[src/rtl/bcd2bin_conv.sv]
// rtl/bcd2bin_conv.sv - two-digit packed BCD to 7-bit binary converter (reverse double-dabble)
module bcd2bin_conv #(
  parameter logic [6:0] ERR_VALUE = 7'h7F
) (
  input  logic       clock,
  input  logic       reset_n,
  input  logic       start,
  input  logic [7:0] bcd_in,
  output logic       busy,
  output logic       done,
  output logic       err,
  output logic [6:0] result
);

  typedef enum logic [1:0] {
    IDLE  = 2'd0,
    SHIFT = 2'd1,
    DONE  = 2'd2
  } state_t;

  // Work register layout: [14:11] tens digit, [10:7] ones digit, [6:0] binary
  // bits collected as the digits are shifted right.
  localparam logic [2:0] LAST_SHIFT = 3'd6;

  state_t      state, state_nx;
  logic [14:0] work, work_nx;
  logic [2:0]  cnt, cnt_nx;
  logic        busy_nx, done_nx, err_nx;
  logic [6:0]  result_nx;

  logic [14:0] shifted;
  logic [14:0] corrected;
  logic        bad_digit;

  // One reverse double-dabble step: shift right, then pull any digit field
  // that reached 8 or more back down by 3 so it stays a valid BCD digit.
  always_comb begin
    shifted   = {1'b0, work[14:1]};
    corrected = shifted;
    if (shifted[14:11] >= 4'd8) begin
      corrected[14:11] = shifted[14:11] - 4'd3;
    end
    if (shifted[10:7] >= 4'd8) begin
      corrected[10:7] = shifted[10:7] - 4'd3;
    end
  end

  assign bad_digit = (bcd_in[7:4] > 4'd9) || (bcd_in[3:0] > 4'd9);

  // State, datapath and registered outputs; reset discards any conversion in flight.
  always_ff @(posedge clock) begin
    if (!reset_n) begin
      state  <= IDLE;
      work   <= '0;
      cnt    <= '0;
      busy   <= 1'b0;
      done   <= 1'b0;
      err    <= 1'b0;
      result <= '0;
    end else begin
      state  <= state_nx;
      work   <= work_nx;
      cnt    <= cnt_nx;
      busy   <= busy_nx;
      done   <= done_nx;
      err    <= err_nx;
      result <= result_nx;
    end
  end

  // Next-state and next-output decode; result/err hold unless a conversion completes.
  always_comb begin
    state_nx  = state;
    work_nx   = work;
    cnt_nx    = cnt;
    busy_nx   = busy;
    done_nx   = 1'b0;
    err_nx    = err;
    result_nx = result;

    case (state)
      IDLE, DONE: begin
        busy_nx  = 1'b0;
        state_nx = IDLE;
        if (start) begin
          if (bad_digit) begin
            state_nx  = DONE;
            err_nx    = 1'b1;
            result_nx = ERR_VALUE;
            done_nx   = 1'b1;
          end else begin
            work_nx  = {bcd_in, 7'b0};
            cnt_nx   = '0;
            err_nx   = 1'b0;
            busy_nx  = 1'b1;
            state_nx = SHIFT;
          end
        end
      end

      SHIFT: begin
        work_nx = corrected;
        cnt_nx  = cnt + 3'd1;
        if (cnt == LAST_SHIFT) begin
          result_nx = corrected[6:0];
          busy_nx   = 1'b0;
          done_nx   = 1'b1;
          state_nx  = DONE;
        end
      end

      default: begin
        state_nx = IDLE;
        busy_nx  = 1'b0;
      end
    endcase
  end

endmodule

[config.mk]
export PLATFORM = sky130hd
export DESIGN_NAME = bcd2bin_conv
export DESIGN_NICKNAME = d
export VERILOG_FILES = /design/src/rtl/bcd2bin_conv.sv
export SDC_FILE = /design/constraint.sdc
export NUM_CORES = 1
export LEC_CHECK = 0
export CAP_MARGIN = 10
export CELL_PAD_IN_SITES_DETAIL_PLACEMENT = 0
export CELL_PAD_IN_SITES_GLOBAL_PLACEMENT = 1
export CORE_MARGIN = 5
export CORE_UTILIZATION = 35
export DETAILED_ROUTE_END_ITERATION = 10
export MAX_ROUTING_LAYER = met4
export PLACE_DENSITY_LB_ADDON = 0.1
export SLEW_MARGIN = 20
export SYNTH_ARGS = -nofsm -noshare
export SYNTH_HDL_FRONTEND = slang
export SYNTH_SLANG_ARGS = --single-unit
[constraint.sdc]
create_clock -name clock -period 1.4 [get_ports clock]
set_input_delay 0.28 -clock clock [delete_from_list [all_inputs] [get_ports clock]]
set_output_delay 0.28 -clock clock [all_outputs]
set_load 0.05 [all_outputs]
### Word level (Yosys, flattened, before mapping)

Cells that the tools add are included.

* divide/modulo/power cells: 0
* shift operators: 0
* add/subtract/negate cells: 2
* $mul: 0
* reduce and logical (&&, ||, !) cells: 7
* muxes and demuxes: 23
* $lt $le $gt $ge: 3
* bitwise gates (word level): 0
* equality and inequality tests: 7

Operators with widths (number)
* two-way mux 15 bit: 2
* case mux 15 bit (2 select lines): 1
* two-way mux 7 bit: 3
* case mux 7 bit (2 select lines): 1
* greater-than comparator 4 bit (second input constant): 2
* != test 2 bit (second input constant): 4
* two-way mux 1 bit: 6
* two-way mux 2 bit: 3
* two-way mux 3 bit: 2
* case mux 3 bit (2 select lines): 1
* greater-or-equal comparator 4 bit (second input constant): 1
* two-way mux 4 bit: 1
* case mux 1 bit (2 select lines): 2
* case mux 2 bit (2 select lines): 1
* AND reduction 4 bit: 1
* subtractor 4 x 2 -> 4 bit (second input constant): 1
* adder 3 x 1 -> 3 bit (second input constant): 1
* == test 3 bit (second input constant): 1
* AND reduction 3 bit: 1
* == test 2 x 1 -> 1 bit (second input constant): 1
* == test 2 bit (second input constant): 1
* zero test 2 bit: 1
* AND reduction 2 bit: 1
* nonzero test 2 bit: 1
* 2 further kinds: 2

* output and inout port bits: 10
* latch bits: 0
* register bits after elaboration: 30
* input bits: 11
* memories: 0
* bits in read-only memories: 0
* RAM bits: 0

### Logic depth before layout (Yosys ltp)

* word-level depth: 5
* depth in mapped cells: 6
* depth with buffers taken out: 5

### Least setup slack after synthesis

OpenSTA, ideal clock, no wires.

* kind: reg2reg
* start: reg cnt[0]
* end: reg result[3]
* setup time: 74 ps
* arrival time: 1259 ps
* cell stages (with the launch flop): 7
* setup slack: 67 ps
* required time: 1326 ps
* path buffers: 1
* period minus slack after synthesis: 1333 ps
* cells stage by stage: dfxtp_1 inv_1 ha_1 nand4b_1 clkbuf_1 o21ai_0 a31oi_1

* word-level cells in the longest chain between the ends: 3

Ends and longest elaborated chain
* start, declared: RTL line 27 `logic [2:0] cnt, cnt_nx;`
* start signal, assigned: RTL line 63 `cnt <= cnt_nx;`
* == test 3 bit: RTL line 104 `if (cnt == LAST_SHIFT) begin`
* != test 2 bit (no source line)
* AND reduction 4 bit (no source line)
* end signal, assigned: RTL line 67 `result <= result_nx;`
* end, declared: RTL line 12 `output logic [6:0] result`

No other way between the ends.
A chain may end at the register's enable or synchronous reset.

### Worst setup path after layout

* start: in bcd_in[7]
* end: reg work[12]

* word-level cells in the longest chain between the ends: 4

Ends and longest elaborated chain
* start, declared: RTL line 8 `input logic [7:0] bcd_in,`
* greater-than comparator 4 bit: RTL line 48 `assign bad_digit = (bcd_in[7:4] > 4'd9) || (bcd_in[3:0] > 4'd9);`
* logical OR 1 bit: RTL line 48
* != test 2 bit (no source line)
* AND reduction 3 bit (no source line)
* end signal, assigned: RTL line 62 `work <= work_nx;`
* end, declared: RTL line 26 `logic [14:0] work, work_nx;`

No other way between the ends.

==> results.md <==
- Status: finished clean
- Port bufs: 20
- Global-route usage over all layers: 0.145
- Iter 0 DRT Violations: 66
- Drc violations: 0
- Minimum clock period: 1.33 ns
- Core ar.: 0.00361 sq mm
- Share of layout cells above drive strength 1: 0.340
- Required time of the critical path: 1.63 ns
- Crit share post-route: 0.950
- Leading area contributor after synthesis: dfxtp_1
- Crit path cell chain: clkdlybuf4s50_1 > o21a_4 > o31ai_4 > buf_6 > o221a_2
- #FFs+latches synth: 29
- IO Pins: 21
- Antenna Nets Post-Route: 0
- # setup viols final: 0
- Leakage: between 0.8 and 0.9 nW
- DR vias/cell: 5.04
- Clock H-tree levels: 2
- WL met3: 159 um
- Vias in the first global route: 1134
- Synthesized area per cell: 9.40 sq um
- CP Depth: 5
- TritonCTS buffer count: 5
- Mapped Cells: 136
- Worst Setup Slack, final: 0.0695 ns
- Hold slack final: just under 0.5 ns
- Slowest Stage Delay on Critical Path: 0.47 ns
- # hold bufs at CTS: 0
- Total length of routed wires: 3250 um
- Top_reg_cell synth: dfxtp_1
- Layout area overhead: 53.8%
- Largest net degree at the start of global routing: 16
- Mapped Area: 0.00128 sq mm
- Placement-stage worst setup slack: -0.284 ns
- Critical path buffers and inverters: 2
- Worst slew pin tran: 0.441 ns
- Global route overflow: 0
- Post-Route M1 WL: 1610 um
- Via count: ~1200
- Critical setup path kind: in2reg
- FMAX: 752 MHz
- Top Metal Used: met4
- Area contributors post-synth: dfxtp_1 45%, o21ai_0 4.3%, a31oi_1 3.9%
- Synth top area share: 0.454
- Max_slew headroom: 0.703
- Hold Vio Cnt, Final: 0
- DPL Wire Length: 2370 um
- # rows: 22
- Worst Setup Start Kind: input pin
- Peak supply drop: 0.000710 V
- FF-to-FF path depth: 4
- Avg WL per Cell: approximately 14 um
- First-pass GRT wire length: 5490 um
- Post-layout nets: 202
- Initial Util: 0.355
- Worst Path Arrival: ~1.6 ns
- Crit path max-delay family: compound AO/OA/AOI/OAI gates
- Asr flop ratio synth: 0
- Clk root buf: clkbuf_8
- TritonCTS clock tree: done
- Drt first pass iters: 4
- Skew-Pair Late Insertion Delay: 0.28 ns
- RSZ-0062 raised after global routing: false
- Antenna diodes: 0
- Sink Count: 29
- Critical Path Sink Type: flip-flop
- Clk_skew: 0.00319 ns
- Initial antenna violation count: 0
- Slowest CP cell: clkdlybuf4s50_1
- Die Wd: 70.4 um
- Pins Over Slew Limit: 0
- Die area: 0.00496 sq mm
- Die H: 70.4 um
- Reg2reg setup slack: 0.13 ns
- Clock Path Buffers: 2
- Power Density: 1080 mW/mm^2
- CTS clk-pin slew, worst paths: around 0.06 ns
- Number of library cell types mapped by synthesis: 37
- Post-Syn Nets: around 150
- Crit-path max FO: 4
- Yosys Warn Count: 0
- GPL Wtd Cong: 0.841
- Post-synth EDFFs: 0
- MaxCap Viol Count: 0
- HP Class: reg2reg
- Wire length on met2: 1420 um
- Hold path depth: 2
- Setup tns final: 0 ns
- Register area share after synthesis: 0.454
## path summary, 6_finish.rpt
path,startpoint,end
worst max-delay path,bcd_in[7],work[12]
worst min-delay path,work[4],work[3]
worst max register to register,work[8],work[9]
worst min register to register,work[4],work[3]
## where the power goes
group          internal [mW]  switching (mW)
combinational          0.271           0.251
clock                  0.342           0.337
sequential             0.880          0.0504
## timing repair
item,in CTS,in global routing
buffers inserted,0,2
resized for setup,0,15
setup endpoints to repair,0,23
## per-layer routing
metal	global-route usage	vias to the layer above
met2	0.201	28
met1	0.192	549
met5	-	-
met4	0.0702	0
met3	0.0417	7
li1	-	605
## sequential cells by signal, summed over array words and instances (netlist names)
register  cells
work         14
result        7
cnt           3
state         2
busy          1
done          1
err           1
## logic make-up (layout without fill, tap and decap cells)
logic type / count (synthesis) / count (layout) / synth area share
muxes: 1 / 1 / 0.00783
DFF: 29 / 29 / 0.454
buffers and inverters: 21 / 73 / 0.0704
and+or+nand+nor: 24 / 24 / 0.0998
adders and majority gates: 4 / 4 / 0.0391
AOI/OAI and AO/OA: 55 / 55 / 0.315
xor gates and xnor gates: 2 / 2 / 0.0137
## worst reg2reg max path, stage by stage, from the launching register on
cell and delay (ns):
dfxtp_1 0.37, ha_1 0.22, nor2b_1 0.13, xnor2_1 0.09, a2111oi_2 0.35
## placed cells by master (no fill, tap or decap), types with 2 or more instances in the layout
| cell | n |
|---|---|
| buf_4 | 29 |
| dfxtp_1 | 28 |
| inv_1 | 12 |
| nand2_1 | 11 |
| o21ai_0 | 10 |
| buf_12 | 10 |
| a31oi_1 | 8 |
| o22ai_1 | 6 |
| a21oi_1 | 6 |
| clkbuf_8 | 5 |
| clkdlybuf4s50_1 | 5 |
| dlymetal6s2s_1 | 5 |
| o21a_1 | 4 |
| ha_1 | 4 |
| nand3_1 | 3 |
| o221a_2 | 3 |
| o21a_4 | 2 |
| nor2b_1 | 2 |
| o21ai_2 | 2 |
| nand4_1 | 2 |
| o31ai_1 | 2 |
| a211oi_1 | 2 |
| clkinv_2 | 2 |
| buf_6 | 2 |
## area by class of cell
cell class | count | area, sq um
clock buffers | 5 | 68.8
clock inverters | 3 | 17.5
fillers | 343 | 1640
inverters | 13 | 48.8
multi-input cells | 86 | 632
flip-flops and latches | 29 | 582
well taps | 48 | 60.1
repair buffers | 52 | 558
## cell usage after synthesis, types with 2 or more instances
cell type,instances
dfxtp_1,29
inv_1,12
nand2_1,11
o21ai_0,11
a31oi_1,8
a21oi_1,6
o22ai_1,6
o21a_1,5
clkbuf_1,4
ha_1,4
nand3_1,4
buf_2,3
nor2b_1,3
o221a_2,3
o31ai_1,3
a211oi_1,2
nand4_1,2
## per-stage QoR
step           instances  power [mW]   util  instance area, sq um
2_1_floorplan        136        1.19      -                  1280
3_3_place_gp         225        1.44  0.503                  1820
3_5_place_dp         225        1.45  0.503                  1820
4_1_cts              233        2.12  0.527                  1900
5_1_grt              236        2.22  0.545                  1970
6_report             236        2.13  0.545                  1970
Note: power is estimated with default switching activity, not from simulation.
